`config.mk`:
```
export PLATFORM = sky130hd
export DESIGN_NAME = dp_rr_sched
export DESIGN_NICKNAME = d
export VERILOG_FILES = /design/src/rtl/dp_rr_sched.sv
export SDC_FILE = /design/constraint.sdc
export NUM_CORES = 1
export LEC_CHECK = 0
export CELL_PAD_IN_SITES_DETAIL_PLACEMENT = 0
export CELL_PAD_IN_SITES_GLOBAL_PLACEMENT = 1
export CORE_UTILIZATION = 47
export DETAILED_ROUTE_END_ITERATION = 16
export DONT_BUFFER_PORTS = 1
export HOLD_SLACK_MARGIN = 0.06
export PLACE_DENSITY_LB_ADDON = 0.2
export SYNTH_ARGS = -nofsm -noshare
export SYNTH_HDL_FRONTEND = slang
export SYNTH_SLANG_ARGS = --single-unit
```
`constraint.sdc`:
```
create_clock -name clk -period 6.1 [get_ports clk]
set_clock_uncertainty 0.2 [all_clocks]
set_input_delay 1.525 -clock clk [delete_from_list [all_inputs] [get_ports clk]]
set_output_delay 1.525 -clock clk [all_outputs]
set_load 0.005 [all_outputs]
```
`src/rtl/dp_rr_sched.sv`:
```
// dp_rr_sched: round-robin scheduler sharing one W-bit datapath engine
// between NREQ requesters. One operand is in flight at a time; the
// result returns tagged with the requester index.
// Optional feature: define DP_RR_SCHED_TIMEOUT_EN to abort a WAIT that
// lasts TMO cycles and return an error response instead.
module dp_rr_sched #(
    parameter int NREQ = 4,
    parameter int W    = 8,
    parameter int TMO  = 16
) (
    input  logic              clk,
    input  logic              rst,
    input  logic [NREQ-1:0]   req,
    input  logic [NREQ*W-1:0] req_data,
    output logic [NREQ-1:0]   gnt,
    output logic              dp_start,
    output logic [W-1:0]      dp_opnd,
    input  logic              dp_done,
    input  logic [W-1:0]      dp_res,
    output logic              rsp_vld,
    output logic [2:0]        rsp_id,
    output logic [W-1:0]      rsp_data,
    output logic              rsp_err,
    output logic              busy
);

    typedef enum logic [1:0] {IDLE, ISSUE, WAIT, RESP} state_t;

    state_t         state_q, state_d;
    logic [2:0]     ptr_q, ptr_d;
    logic [2:0]     id_q, id_d;
    logic [W-1:0]   opnd_q, opnd_d;
    logic [W-1:0]   data_q, data_d;

`ifdef DP_RR_SCHED_TIMEOUT_EN
    localparam int CW = $clog2(TMO + 1);
    logic [CW-1:0]  cnt_q, cnt_d;
    logic           err_q, err_d;
`endif

    // Requests and operands widened to 8 lanes so a 3-bit index always fits.
    logic [7:0]     req_pad;
    logic [8*W-1:0] data_pad;
    logic [7:0]     gnt_pad;
    logic [2:0]     win;
    logic           any;
    logic [3:0]     idx;
    logic [3:0]     nxt;

    // Round-robin pick: first set request at or above the pointer, wrapping.
    // Scanning from the far end means the closest-to-pointer hit is written last.
    always_comb begin
        req_pad              = '0;
        req_pad[NREQ-1:0]    = req;
        data_pad             = '0;
        data_pad[NREQ*W-1:0] = req_data;
        win                  = '0;
        any                  = 1'b0;
        idx                  = '0;
        for (int i = NREQ - 1; i >= 0; i--) begin
            idx = {1'b0, ptr_q} + 4'(i);
            if (idx >= 4'(NREQ)) idx = idx - 4'(NREQ);
            if (req_pad[idx[2:0]]) begin
                win = idx[2:0];
                any = 1'b1;
            end
        end
        nxt = {1'b0, win} + 4'd1;
        if (nxt == 4'(NREQ)) nxt = '0;
    end

    // Next-state and Moore/Mealy outputs of the scheduler FSM.
    always_comb begin
        state_d  = state_q;
        ptr_d    = ptr_q;
        id_d     = id_q;
        opnd_d   = opnd_q;
        data_d   = data_q;
        gnt_pad  = '0;
        dp_start = 1'b0;
        rsp_vld  = 1'b0;
`ifdef DP_RR_SCHED_TIMEOUT_EN
        cnt_d    = cnt_q;
        err_d    = err_q;
`endif
        case (state_q)
            IDLE: begin
                // gnt is combinational; suppressed while reset is applied.
                if (any && !rst) begin
                    gnt_pad = 8'd1 << win;
                    id_d    = win;
                    opnd_d  = data_pad[win*W +: W];
                    ptr_d   = nxt[2:0];
                    state_d = ISSUE;
`ifdef DP_RR_SCHED_TIMEOUT_EN
                    err_d   = 1'b0;
`endif
                end
            end
            ISSUE: begin
                dp_start = 1'b1;
                state_d  = WAIT;
`ifdef DP_RR_SCHED_TIMEOUT_EN
                cnt_d    = '0;
`endif
            end
            WAIT: begin
                // A completion in the final counted cycle still wins.
                if (dp_done) begin
                    data_d  = dp_res;
                    state_d = RESP;
`ifdef DP_RR_SCHED_TIMEOUT_EN
                end else if (cnt_q == CW'(TMO - 1)) begin
                    data_d  = '0;
                    err_d   = 1'b1;
                    state_d = RESP;
                end else begin
                    cnt_d   = cnt_q + 1'b1;
`endif
                end
            end
            RESP: begin
                rsp_vld = 1'b1;
                state_d = IDLE;
            end
            default: state_d = IDLE;
        endcase
    end

    assign gnt      = gnt_pad[NREQ-1:0];
    assign busy     = (state_q != IDLE);
    assign dp_opnd  = opnd_q;
    assign rsp_id   = id_q;
    assign rsp_data = data_q;
`ifdef DP_RR_SCHED_TIMEOUT_EN
    assign rsp_err  = rsp_vld & err_q;
`else
    assign rsp_err  = 1'b0;
`endif

    // State and datapath registers; reset abandons any transaction in flight.
    always_ff @(posedge clk) begin
        if (rst) begin
            state_q <= IDLE;
            ptr_q   <= '0;
            id_q    <= '0;
            opnd_q  <= '0;
            data_q  <= '0;
`ifdef DP_RR_SCHED_TIMEOUT_EN
            cnt_q   <= '0;
            err_q   <= 1'b0;
`endif
        end else begin
            state_q <= state_d;
            ptr_q   <= ptr_d;
            id_q    <= id_d;
            opnd_q  <= opnd_d;
            data_q  <= data_d;
`ifdef DP_RR_SCHED_TIMEOUT_EN
            cnt_q   <= cnt_d;
            err_q   <= err_d;
`endif
        end
    end

endmodule

```
# Word-level counts from Yosys, hierarchy flattened
# Index checks and enable logic that the tools add are counted.
word_totals:
  output_inout_bits: 27
  in_bits: 47
  ff_bits: 24
  word_cells: 64
op_classes:
  addsub: 8
  n_eq_ne: 6
  n_mux: 28
  n_lt_le_gt_ge: 8
  n_shift: 2
  n_reduce_logical: 7
op_table:
  columns: ["cell", "count"]
  rows:
  - ["64-bit by 7-bit indexed part select with 8-bit output", 1]
  - ["3-bit two-way mux", 9]
  - ["3-bit by 4-bit < comparator with 1-bit output (second input constant)", 4]
  - ["1-bit binary-select mux with 3-bit select", 4]
  - ["4-bit by 3-bit >= comparator with 1-bit output (second input constant)", 3]
  - ["3-bit subtractor (second input constant)", 4]
  - ["1-bit two-way mux", 10]
  - ["3-bit by 1-bit adder with 4-bit output (second input constant)", 2]
  - ["3-bit by 2-bit adder with 4-bit output (second input constant)", 2]
  - ["4-bit two-way mux", 2]
  - ["2-bit case mux with 4 select lines", 1]
  - ["2-bit AND reduction", 3]
  - ["2-bit equality test (second input constant)", 2]
  - ["4-bit by 3-bit equality test with 1-bit output (second input constant)", 1]
  - ["2-bit two-way mux", 2]
  - ["2-bit != test (second input constant)", 2]
  - ["1-bit by 3-bit << shifter with 4-bit output (first input constant)", 1]
  - ["3-bit >= comparator (second input constant)", 1]
  - ["2-bit by 1-bit equality test with 1-bit output (second input constant)", 1]
  - ["2-bit zero test", 1]
  - ["2-bit nonzero test", 1]
  - ["1-bit logical AND", 1]
  - ["1-bit zero test", 1]

# Logic depth before layout (Yosys ltp)
# Gate-level depths: netlist of the first run.
depth:
  depth_word: 12
  mapped_depth: 14
  depth_no_buf: 12

# Worst setup path after synthesis of the first run
# Ideal clock, no wire load.
synth_path:
  path_kind: "input to output"
  from: "input req[1]"
  to: "output gnt[3]"
  path_buffers: 0
  required_time_ns: 4.375
  cell_stages: 8
  arrival_time_ns: 3.059
  path_slack_ns: 1.316
  path_cell_list: "mux2_2 o2bb2ai_1 o21ai_1 nand2_1 inv_2 ha_1 ha_1 and3_1"
synth_via:
  elab_chain_len: 9
  elab_cells_between_ends: 20
  cone_classes: "shift (1); mux (18); reduce/logical (1)"
synth_lines:
  columns: ["element", "line_no", "text"]
  rows:
  - ["start, declared", "13", "input logic [NREQ-1:0] req,"]
  - ["1-bit binary-select mux with 3-bit select", "63", "if (req_pad[idx[2:0]]) begin"]
  - ["1-bit two-way mux (not written as such)", "63", null]
  - ["3-bit two-way mux (3 in series)", "63", null]
  - ["3-bit two-way mux *", "63", null]
  - ["named net win[0]", "45", "logic [2:0] win;"]
  - ["1-bit by 3-bit << shifter with 4-bit output *", "90", "gnt_pad = 8'd1 << win;"]
  - ["4-bit two-way mux *", "89", "if (any && !rst) begin"]
  - ["4-bit two-way mux *", "86", "case (state_q)"]
  - ["end, declared", "15", "output logic [NREQ-1:0] gnt,"]
# Mark *: on every way through the listed nets, which the timed path passes. The rest lies on a longest branch. The select of a mux whose other input is x is not followed.

# Worst setup path in the final report of the first run
layout_path:
  from: "register ptr_q[0]"
  to: "output gnt[3]"
layout_via:
  elab_chain_len: 12
  elab_cells_between_ends: 35
  cone_classes: "add/sub (7); order compare (4); shift (1); mux (22); reduce/logical (1)"
layout_lines:
  columns: ["element", "line_no", "text"]
  rows:
  - ["start, declared", "30", "logic [2:0] ptr_q, ptr_d;"]
  - ["start signal, assigned", "155", "ptr_q <= ptr_d;"]
  - ["3-bit by 2-bit adder with 4-bit output", "61", "idx = {1'b0, ptr_q} + 4'(i);"]
  - ["4-bit by 3-bit >= comparator with 1-bit output or 3-bit subtractor (tied branches)", "62", "if (idx >= 4'(NREQ)) idx = idx - 4'(NREQ);"]
  - ["3-bit two-way mux", "62", null]
  - ["1-bit binary-select mux with 3-bit select", "63", null]
  - ["1-bit two-way mux (not written as such)", "63", null]
  - ["3-bit two-way mux (3 in series)", "63", null]
  - ["3-bit two-way mux *", "63", null]
  - ["named net win[0]", "45", null]
  - ["1-bit by 3-bit << shifter with 4-bit output *", "90", null]
  - ["4-bit two-way mux *", "89", null]
  - ["4-bit two-way mux *", "86", null]
# Marks and branches as above.

==> results of run 1 <==
[sequential cells by signal, summed over array words and instances, names as in the netlist]
signal,count
ptr_q,3
state_q,2
dp_opnd,8
rsp_data,8
rsp_id,3
[where the power goes]
part | total [mW] | switching (mW) | internal (mW)
combinational | 0.408 | 0.257 | 0.151
clock | 0.114 | 0.0478 | 0.0664
sequential | 0.241 | 0.0451 | 0.196
total | 0.763 | 0.350 | 0.414
[path summary, 6_finish.rpt]
| check | endpoint | cells after the start |
|---|---|---|
| worst max-delay path | gnt[3] | 10 |
| worst min-delay path | rsp_data[6] | 2 |
| worst max register to register | ptr_q[2] | 11 |
| worst min register to register | rsp_data[6] | 2 |
[critical path, delay by kind of cell (launching register included)]
kind / cells / cell delay (ns)
fa+ha+maj: 3 / 0.85
simple gates: 3 / 0.69
flops: 1 / 0.66
compound gates: 1 / 0.54
buf+inv: 2 / 0.47
mux: 1 / 0.28
[layer usage]
layer / track usage / up-vias
li1: - / 710
met1: 0.229 / 658
met4: 0.0631 / 0
met3: 0.0216 / 2
met5: 0 / -
met2: 0.370 / 51
[metrics by stage]
step	power (mW)	utilization
3_3_place_gp	0.637	0.507
6_report	0.763	0.524
3_5_place_dp	0.647	0.507
5_1_grt	0.824	0.524
2_1_floorplan	0.575	-
4_1_cts	0.765	0.524
[area by class of cell]
type / count / area (µm²) / area share
clock buffers: 3 / 22.5 / 0.0137
clock inverters: 1 / 30.0 / 0.0183
inverters: 10 / 37.5 / 0.0229
multi-input cells: 153 / 1010 / 0.618
flip-flops and latches: 24 / 480 / 0.293
well taps: 44 / 55.1 / 0.0336
[kinds of logic after synthesis]
| logic type | count (synthesis) | share of synthesized area |
|---|---|---|
| AND/OR/NAND/NOR | 79 | 0.251 |
| AO/OA/AOI/OAI | 54 | 0.243 |
| flip-flops | 24 | 0.303 |
| buffers and inverters | 20 | 0.0576 |
| adder cells (fa/ha/maj) | 11 | 0.0868 |
| multiplexers | 7 | 0.0537 |
| other | 2 | 0.00474 |
[cells in the mapped netlist]
cell and n:
sky130_fd_sc_hd__o2111a_1 1, sky130_fd_sc_hd__o211ai_1 1, sky130_fd_sc_hd__ha_1 11, sky130_fd_sc_hd__buf_4 1, sky130_fd_sc_hd__nor2_1 8, sky130_fd_sc_hd__buf_6 1, sky130_fd_sc_hd__nand2b_1 3, sky130_fd_sc_hd__nor4_1 1
sky130_fd_sc_hd__a221o_1 1, sky130_fd_sc_hd__nor2b_1 2, sky130_fd_sc_hd__nor3b_1 1, sky130_fd_sc_hd__o21a_1 2, sky130_fd_sc_hd__o22ai_1 1, sky130_fd_sc_hd__a221oi_1 1, sky130_fd_sc_hd__nor4_4 1, sky130_fd_sc_hd__o21ai_0 8
sky130_fd_sc_hd__mux2i_1 4, sky130_fd_sc_hd__a311o_1 1, sky130_fd_sc_hd__a21o_1 8, sky130_fd_sc_hd__a22oi_1 1, sky130_fd_sc_hd__and2_1 2, sky130_fd_sc_hd__o211ai_2 1, sky130_fd_sc_hd__a32oi_1 8, sky130_fd_sc_hd__a21oi_1 14
sky130_fd_sc_hd__a21oi_2 1, sky130_fd_sc_hd__mux4_2 1, sky130_fd_sc_hd__nand2_1 20, sky130_fd_sc_hd__and3_1 6, sky130_fd_sc_hd__o32a_1 1, sky130_fd_sc_hd__o21ai_1 1, sky130_fd_sc_hd__dfxtp_1 24, sky130_fd_sc_hd__nand3_1 34
sky130_fd_sc_hd__a221oi_2 1, sky130_fd_sc_hd__clkbuf_1 4, sky130_fd_sc_hd__o21ai_2 1, sky130_fd_sc_hd__buf_2 4, sky130_fd_sc_hd__mux2_2 2, sky130_fd_sc_hd__inv_2 1, sky130_fd_sc_hd__conb_1 2, sky130_fd_sc_hd__o2bb2ai_1 1
sky130_fd_sc_hd__inv_1 9, sky130_fd_sc_hd__or3_1 1
==> results list, run 1 <==
- Overall die width: 60.1 µm
- STA classifies the critical path endpoint as a primary output.
- At the placement stage, the worst setup path has a slack of 0.723 ns.
- Total Negative Setup Slacks: 0 ns
* Starting density of the core: 0.507
- After the first detailed-routing iteration, the DRC count stood at 139.
- After synthesis the netlist holds a flip-flop and latch count of 24.
* Ports placed on the boundary: 74
- Of the post-synthesis cell area, the dominant cell type holds 0.303.
* Master of the slowest instance on the critical path: sky130_fd_sc_hd__dfxtp_1
* Die area: 3610 µm²
- Detailed routing inserted a total of 1,421 vias.
- Most repeated library cell on the critical path: sky130_fd_sc_hd__ha_1
- In this run the register-to-register setup slack is 1.92 ns.
* Worst max-slew margin expressed relative to the limit: 0.502
- Total CTS buffers: 3
- The number of antenna violations at the first check in global routing was 0.
* Total wire length: 3.67 mm
- DR WL/cell: 15.6 µm
- Top area cells in the synthesized netlist: sky130_fd_sc_hd__dfxtp_1 (30%), sky130_fd_sc_hd__nand3_1 (11%), sky130_fd_sc_hd__ha_1 (8.7%)
- Post-layout instance count excluding filler cells: 235
- In this run the cell area of the synthesized design comes to 1590 µm².
* Worst hold path class: register to register
- On the worst path, the slowest cell contributes a delay of 0.66 ns.
- Area leader, netlist: sky130_fd_sc_hd__dfxtp_1
- Row cnt: 20
- Most common cell after layout, fill and taps aside: sky130_fd_sc_hd__nand3_1
- Post-CTS Hold Buffers: 0
- Met2 wire len: 1.84 mm
- Dividing the detail-routed via count by the number of cells gives 6.05.
- Part of the cycle the worst path needs: 0.906
* TritonCTS clock tree: built
- Number of pins exceeding their max-slew limit in the final report: 0
* Portion of the post-synthesis area used by sequential elements: 0.303
- Type of origin of the critical path: register
- Worst Hold Launch: rsp_data[6]
- Maximum frequency from static timing analysis: 181 MHz
- After detailed routing, the met3 layer carries 247 µm of wire.
- Max-cap violations: 0
* Slack of the critical path: 0.575 ns
- In this run the top signal layer used is met4.
- After layout, the minimum clock period comes to 5.53 ns.
- No sink is reached through more buffers than the 2 on the longest clock path.
- At the pin with the least slew margin, the transition time is 0.741 ns.
- Along the worst path, the maximum fanout reaches 14.
- The congestion estimate from routability-driven global placement came to 0.824.
- In this run the worst setup path begins at ptr_q[0].
- Worst R2R Start: ptr_q[0]
- Net count, final: 250
- Once detailed placement completed, the half-perimeter wirelength came to 2.88 mm.
* Diode count: 0
- Synthesis warning total: 0
* GRT overflow: 0
- Total power divided by cell area: 466 nW/µm²
- A synthesized cell averages 8.05 µm².
- Cell area after layout: 1640 µm²
- Setup bufs post-CTS: 0
* Leakage power of the design: 0.625 nW
- Syn_nets: 255
- Global-route usage over all layers: 0.197
- The final count of hold timing violations came to 0.
* Antenna Nets Post-Route: 0
- CTS HTree Levels: 1
- The worst-case IR drop observed on VDD is 0.191 mV.
* Highest-count cells in the layout ignoring fill and taps: sky130_fd_sc_hd__nand3_1 (34), sky130_fd_sc_hd__dfxtp_1 (24), sky130_fd_sc_hd__nand2_1 (20)
- Setup repair after global routing left no endpoint under its margin.
* Area post-placement: 1590 µm²
- Cell count after synthesis: 197
* Clock Pin Slew Worst Setup and Hold Paths: 0.14 ns
* Number of endpoints failing setup at the final stage: 0
- Post-cts resize count: 0
* Cell Count Post-Placement: 231
* Layout Area Growth over Synthesis: 3.39%
- First-pass GRT wire length: 5.43 mm
* Fill count: 301
- Post-synth cell types: 42
* Status: completed
* Worst path required time: 4.38 ns
- Port buffering added 0 buffers.
- Chip height: 60.1 µm
- First-pass iteration count of the detailed router: 4
- Met1 Wirelength: 1.56 mm
* Worst hold slack across all endpoints: 0.279 ns
* Root Buffer: sky130_fd_sc_hd__clkbuf_4
- Clock insertion delay at the later pin of the skew report: 0.31 ns
- In the final layout, the share of cells above drive strength 1 is 0.0681.
- Largest net degree at the start of global routing: 19
- Core area: 3130 µm²
- The signal on the critical path passes through inv_1 > ha_1 > mux2i_1 > nor2_1 > a221oi_2 > nand2_1 > inv_2 > ha_1 > ha_1 > and3_1.
* Number of DRC violations after detailed routing: 0
* Worst setup path class: register to primary output
- For the worst setup path, the data arrival time is 3.80 ns.
- The clock drives 24 sinks.
- Via count of the first global-routing pass: 1,302
(Power assumes the default switching activity.)
==> inputs of run 2 (changes only) <==
--- a/config.mk
+++ b/config.mk
@@ -10,6 +10,7 @@
 export CORE_UTILIZATION = 47
 export DETAILED_ROUTE_END_ITERATION = 16
 export DONT_BUFFER_PORTS = 1
+export GPL_TIMING_DRIVEN = 0
 export HOLD_SLACK_MARGIN = 0.06
 export PLACE_DENSITY_LB_ADDON = 0.2
 export SYNTH_ARGS = -nofsm -noshare
==> run 2 against run 1 <==
Compared with the run above:
- non-clock buffer count is 10 higher
- critical path depth is 2 higher
- die area stayed put
- final area is 3.3% higher
- fmax is 7.6% higher
- highest routed layer unchanged
==> results list, run 2 (synthesized netlist as in run 1, its figures left out) <==
- Area taken by flip-flops and latches: 480 µm² (unchanged)
* Antenna Nets Post-Route: 0 (unchanged)
* Worst Hold Launch: rsp_data[1]
- Arrival time of data at the critical path endpoint: 3.41 ns (-0.39 ns)
* Buffers added on ports: 0 (unchanged)
- The area of the multi-input gates was 1010 µm² (unchanged).
- The reg2reg setup slack came to 2.30 ns (+0.38 ns).
- The post-CTS repair timing setup buffer count was 0 (unchanged).
- Worst Tran Pin Value: 0.645 ns (-0.0958 ns)
- STA classifies the critical path endpoint as a primary output.
* Number of DRC violations after detailed routing: 0 (unchanged)
- The maximum achievable frequency was 195 MHz (+7.6%).
- The cell depth of the worst min-delay path was 2 (unchanged).
* GRT overflow: 0 (unchanged)
* Net count, final: 260 (+4.0%)
- The number of buffers on the longest clock path came to 2 (unchanged).
- The total internal power was 0.422 mW (+2.0%).
- Worst reg2reg path endpoint: ptr_q[2]
- Largest net degree at the start of global routing: 15 (-4)
* GP Congestion: 0.818 (-0.79%)
- The total setup violations reported at the end of the flow is 0 (unchanged).
* Net switching power: 0.359 mW (+2.5%)
- The critical path is of the register to primary output type.
* Clock insertion delay at the later pin of the skew report: 0.31 ns (about the same)
- The number of primary I/O pins is 74 (unchanged).
* Worst vdd ir: 0.202 mV (+5.7%)
* Number of antenna violations at the first check in global routing: 0 (unchanged)
- The number of global-route vias before repair came to 1,321 (+1.5%).
- The areal power density over the cells was 461 nW/µm² (-1.0%).
- Part of the total power dissipated in combinational logic: 0.559 (+0.025)
- The final count of hold timing violations came to 0 (unchanged).
* Clock tree sinks: 24 (unchanged)
- The number of cells on the worst reg-to-reg path is 13 (+2).
* Share of post-route cells with drive strength above 1: 0.0945 (+0.0265)
* Total Negative Setup Slacks: 0 ns (unchanged)
- First-pass iteration count of the detailed router: 4 (unchanged)
- Die area: 3610 µm² (unchanged)
- Clock Pin Slew Worst Setup and Hold Paths: 0.13 ns (about the same)
* Row cnt: 20 (unchanged)
- Status: completed
- Part of the cycle the worst path needs: 0.842 (-0.0636)
* Area post-placement: 1640 µm² (+3.4%)
- The post-route minimum period was 5.14 ns (-0.388 ns).
- Starting density of the core: 0.507 (unchanged)
- The starting DRC count in detailed routing is 99 (-29%).
- The path with the worst hold slack has its endpoint at rsp_data[1].
* Clock share of power: 0.146 (-0.004)
- Maximum net fanout on the critical path: 11 (-3)
* Post-cts resize count: 0 (unchanged)
* Overall die width: 60.1 µm (unchanged)
* Chip height: 60.1 µm (unchanged)
- The standard cell core area is 3130 µm² (unchanged).
- Net Sw Frac: 0.460 (+0.00143)
- TritonCTS clock tree: built
* Worst max-slew margin expressed relative to the limit: 0.568 (+0.0657)
* Routed vias: 1,446 (+1.8%)
- The number of vias per cell after detailed routing is 5.90 (-2.4%).
* First-pass GRT wire length: 5.92 mm (+9.0%)
* Cell area after layout: 1690 µm² (+3.3%)
- Detail Placement HPWL: 2.99 mm (+3.8%)
- The power share of the sequential group came to 0.295 (-0.021).
* Worst path required time: 4.38 ns (about the same)
- The number of levels in the clock H-tree came to 1 (unchanged).
- The min-delay analysis places its worst path in the category register to register.
- Relative to the synthesized area, the layout overhead comes to 6.79%.
* Number of pins exceeding their max-slew limit in the final report: 0 (unchanged)
- The final-layout fill cell count came to 333 (+11%).
- Leaving out fill and tap cells, the most frequent cells in the layout are sky130_fd_sc_hd__nand3_1 (34), sky130_fd_sc_hd__dfxtp_1 (24), sky130_fd_sc_hd__nand2_1 (20).
- The worst setup path is launched from a register.
- Most common cell after layout, fill and taps aside: sky130_fd_sc_hd__nand3_1
- Total wire length: 3.81 mm (+3.8%)
- Clock tree synthesis selected as its root buffer the cell sky130_fd_sc_hd__clkbuf_4.
- DR WL/cell: 15.5 µm (-0.39%)
- The count of maximum capacitance violations came to 0 (unchanged).
- Total CTS buffers: 3 (unchanged)
- The antenna diode count was 0 (unchanged).
- Leakage power of the design: 0.661 nW (+5.6%)
- Setup repair after global routing left no endpoint under its margin.
- The overall routing resource usage was 0.217 (+0.0203).
- Worst R2R Start: ptr_q[0]
* Post-CTS Hold Buffers: 0 (unchanged)
run 2: how the worst max path moves through the flow:
stage                        start      to  cells past startpoint
after global routing      ptr_q[0]  gnt[3]                     12
after global placement      req[1]  gnt[3]                      8
final                     ptr_q[0]  gnt[3]                     12
after floorplan             req[1]  gnt[3]                      8
after detailed placement    req[1]  gnt[3]                      8
after CTS                 ptr_q[0]  gnt[3]                     12
run 2: layout make-up:
| cell class | instances | area share |
|---|---|---|
| plain buffers | 10 | 0.0318 |
| clock buffers | 3 | 0.0133 |
| clock inverters | 1 | 0.0177 |
| inverters | 10 | 0.0222 |
| multi-input cells | 153 | 0.599 |
| flip-flops and latches | 24 | 0.284 |
| well taps | 44 | 0.0325 |
run 2: power groups by stage:
stage                     registers [mW]  logic (mW)  clock network [mW]
final                              0.230       0.436               0.114
after global routing               0.235       0.490               0.124
after CTS                          0.230       0.437               0.118
after detailed placement           0.233       0.436                   0
after global placement             0.232       0.422                   0
after floorplan                    0.224       0.351                   0
run 2: worst max-delay path, stage by stage, from the launching register on:
cell	delay, ns
sky130_fd_sc_hd__dfxtp_1	0.44
sky130_fd_sc_hd__buf_2	0.26
sky130_fd_sc_hd__inv_1	0.11
sky130_fd_sc_hd__ha_1	0.29
sky130_fd_sc_hd__buf_2	0.18
sky130_fd_sc_hd__mux2i_1	0.24
sky130_fd_sc_hd__nor2_1	0.10
sky130_fd_sc_hd__a221oi_2	0.58
sky130_fd_sc_hd__nand2_1	0.16
sky130_fd_sc_hd__inv_2	0.22
sky130_fd_sc_hd__ha_1	0.22
sky130_fd_sc_hd__ha_1	0.15
sky130_fd_sc_hd__and3_1	0.16
run 2: routing by layer:
metal / wire [µm] / vias up / global-route usage
met5: 0 / - / 0
met4: 18 / 0 / 0.0698
met3: 264 / 2 / 0.0433
met2: 1850 / 48 / 0.362
met1: 1680 / 668 / 0.279
li1: - / 728 / -
run 2: stage by stage:
step | util | std cells | hold slack [ns] | worst slack, ns | total power, mW
2_1_floorplan | - | 197 | 0.253 | 1.32 | 0.575
3_3_place_gp | 0.524 | 241 | 0.265 | 1.06 | 0.653
5_1_grt | 0.541 | 245 | 0.306 | 0.590 | 0.849
3_5_place_dp | 0.524 | 241 | 0.269 | 1.05 | 0.670
6_report | 0.541 | 245 | 0.286 | 0.962 | 0.780
4_1_cts | 0.541 | 245 | 0.288 | 0.943 | 0.786
==> inputs of run 3 (changes only) <==
--- a/config.mk
+++ b/config.mk
@@ -7,7 +7,7 @@
 export LEC_CHECK = 0
 export CELL_PAD_IN_SITES_DETAIL_PLACEMENT = 0
 export CELL_PAD_IN_SITES_GLOBAL_PLACEMENT = 1
-export CORE_UTILIZATION = 47
+export CORE_UTILIZATION = 44
 export DETAILED_ROUTE_END_ITERATION = 16
 export DONT_BUFFER_PORTS = 1
 export GPL_TIMING_DRIVEN = 0
==> constraint.sdc (replaced) <==
create_clock -name clk -period 5.21 [get_ports clk]
set_clock_uncertainty 0.2 [all_clocks]
set_input_delay 1.3025 -clock clk [delete_from_list [all_inputs] [get_ports clk]]
set_output_delay 1.3025 -clock clk [all_outputs]
set_load 0.005 [all_outputs]
==> run 3 against run 2 <==
Compared with the run above:
- final cell count is 0.82% higher
- register-to-register slack worse by 0.80 ns
- first-iteration DRC count is 23% higher
- hold slack better by 0.0028 ns
==> results list, run 3 (synthesized netlist as in run 1, its figures left out) <==
- Status: completed
- The path with the worst hold slack has its endpoint at rsp_data[5].
- Most repeated library cell on the critical path: sky130_fd_sc_hd__ha_1
- The number of global-route vias before repair was 1,317 (-0.30%).
- Setup bufs post-CTS: 0 (unchanged)
- Die area: 3850 µm² (+6.6%)
- In this run the critical register-to-register path is launched from ptr_q[0].
- The worst hold slack across all endpoints is 0.289 ns (+0.00284 ns).
* Largest net degree at the start of global routing: 15 (unchanged)
- Leaving out fill and tap cells, the most frequent cell in the layout is sky130_fd_sc_hd__nand3_1.
- The largest fanout on the critical path came to 10 (-1).
- The starting DRC count in detailed routing came to 122 (+23%).
* Area post-placement: 1640 µm² (+0.15%)
* Leakage power of the design: 0.661 nW (about the same)
* TritonCTS clock tree: built
- Clock tree sinks: 24 (unchanged)
- The critical path is of the register to primary output type.
* Worst reg2reg path endpoint: ptr_q[2]
- The number of levels in the clock H-tree came to 1 (unchanged).
- Clock Pin Slew Worst Setup and Hold Paths: 0.14 ns (about the same)
- Total power divided by cell area: 541 nW/µm² (+17%)
- Diode count: 0 (unchanged)
- The setup total negative slack is 0 ns (unchanged).
- The overall via count from detail_route was 1,471 (+1.7%).
- Worst Tran Pin Value: 0.643 ns (-0.00242 ns)
* Maximum frequency from static timing analysis: 207 MHz
- The area of the multi-input gates was 1020 µm² (+1.1%).
- Worst stage delay on the critical path: 0.44 ns (-0.14 ns)
* Fill count: 341 (+2.4%)
* Chip height: 62.0 µm (+3.2%)
- The die width came to 62.0 µm (+3.2%).
* Slack of the critical path: 0.378 ns (-0.584 ns)
* Post-cts resize count: 0 (unchanged)
* DR WL/cell: 15.9 µm (+2.5%)
* Global-route usage over all layers: 0.202 (-0.0148)
- STA classifies the critical path endpoint as a primary output.
- The clock latency on the worst-skew pair was 0.31 ns (about the same).
- The count of hold-fix buffers inserted at cts is 0 (unchanged).
* Max-cap violations: 0 (unchanged)
* Worst path required time: 3.71 ns (-0.67 ns)
- The worst hold path begins at rsp_data[5].
* Row cnt: 21 (+5.0%)
- The cell sitting at the root of the clock tree is a sky130_fd_sc_hd__clkbuf_4.
- In the finished design, the share of the clock period the worst path needs comes to 0.927.
- Starting density of the core: 0.468 (-0.0391)
- The number of design rule violations left after detail routing is 0 (unchanged).
- The cell depth of the worst min-delay path came to 2 (unchanged).
- The final count of hold timing violations is 0 (unchanged).
- The weighted congestion at the end of routability-driven global placement is 0.895 (+9.5%).
* Worst hold path class: register to register
* Type of origin of the critical path: register
- GRT overflow: 0 (unchanged)
- Setup slack, reg-to-reg: 1.50 ns (-0.80 ns)
- The area occupied by registers is 480 µm² (unchanged).
- The post-layout instance area came to 1710 µm² (+0.81%).
* Worst max-slew margin expressed relative to the limit: 0.570 (+0.00162)
- Detailed-route vias per instance: 5.96 (+0.91%)
- Highest-count cells in the layout ignoring fill and taps: sky130_fd_sc_hd__nand3_1 (34), sky130_fd_sc_hd__dfxtp_1 (24), sky130_fd_sc_hd__nand2_1 (20)
- The number of antenna violations at the first check in global routing is 0 (unchanged).
* Master of the slowest instance on the critical path: sky130_fd_sc_hd__dfxtp_1
- Setup repair after global routing left no endpoint under its margin.
- Total wire length: 3.94 mm (+3.4%)
* Number of endpoints failing setup at the final stage: 0 (unchanged)
- The number of primary I/O pins came to 74 (unchanged).
* Detail Placement HPWL: 3.08 mm (+3.0%)
- Share of post-route cells with drive strength above 1: 0.0945 (unchanged)
- First-pass GRT wire length: 5.75 mm (-2.8%)
* Number of pins exceeding their max-slew limit in the final report: 0 (unchanged)
- The minimum setup slack after placement was 0.581 ns (-0.465 ns).
- The remaining antenna violation count after routing is 0 (unchanged).
* Buffer depth of the longest clock path: 2 (unchanged)
* Core area: 3390 µm² (+8.4%)
- The worst path in the final design needs a cycle of 4.83 ns, including I/O delays and setup.
* Total CTS buffers: 3 (unchanged)
- Compared with the post-synthesis result, the final layout area differs by 7.66%.
- First-pass iteration count of the detailed router: 4 (unchanged)
* Worst R2R Path Depth: 13 (unchanged)
- Buffers added on ports: 0 (unchanged)
* Arrival time of data at the critical path endpoint: 3.33 ns (-0.08 ns)
* Worst vdd ir: 0.346 mV (+71%)
- Crit path cell chain: buf_2 > inv_1 > ha_1 > buf_2 > mux2_2 > nor4_1 > o32a_1 > nor2_1 > ha_1 > ha_1 > and3_1
- Net count, final: 260 (unchanged)
run 3: worst max-delay path by stage:
stage	start	slack (ns)	depth (start not counted)	to
2_1_floorplan	req[1]	0.87	8	gnt[3]
3_3_place_gp	req[1]	0.63	8	gnt[3]
3_5_place_dp	req[1]	0.58	8	gnt[3]
4_1_cts	ptr_q[0]	0.25	12	gnt[3]
5_1_grt	ptr_q[0]	0.07	12	gnt[3]
6_report	ptr_q[0]	0.38	11	gnt[3]
run 3: per-layer routing:
| metal | track usage | share of wire |
|---|---|---|
| met5 | 0 | 0 |
| met4 | 0.0603 | 0.0051 |
| met3 | 0.0435 | 0.080 |
| met2 | 0.363 | 0.51 |
| met1 | 0.240 | 0.40 |
run 3: area by class of cell:
class | count | share of cell area
Inverter | 10 | 0.0220
Clock inverter | 1 | 0.0176
Tap cell | 46 | 0.0337
Multi-Input combinational cell | 153 | 0.600
Clock buffer | 3 | 0.0132
Buffer | 10 | 0.0315
Sequential cell | 24 | 0.282
run 3: where the power goes:
group          leakage, nW  internal, mW  switching [mW]  total [mW]
sequential           0.196         0.230          0.0391       0.269
clock               0.0279        0.0777          0.0564       0.134
combinational        0.437         0.189           0.331       0.520
total                0.661         0.497           0.427       0.923
run 3: stage by stage:
stage / utilization / instances / total power, mW
final: 0.504 / 247 / 0.923
after global routing: 0.504 / 247 / 1.00
after CTS: 0.500 / 247 / 0.925
after detailed placement: 0.485 / 243 / 0.788
after global placement: 0.485 / 243 / 0.766
after floorplan: - / 197 / 0.673
run 3: critical path, delay by kind of cell (launching register included):
kind	cells	cell delay, ns
AOI/OAI and AO/OA	1	0.33
adders and majority gates	3	0.69
buffers and inverters	3	0.56
DFF	1	0.44
muxes	1	0.36
and+or+nand+nor	3	0.63
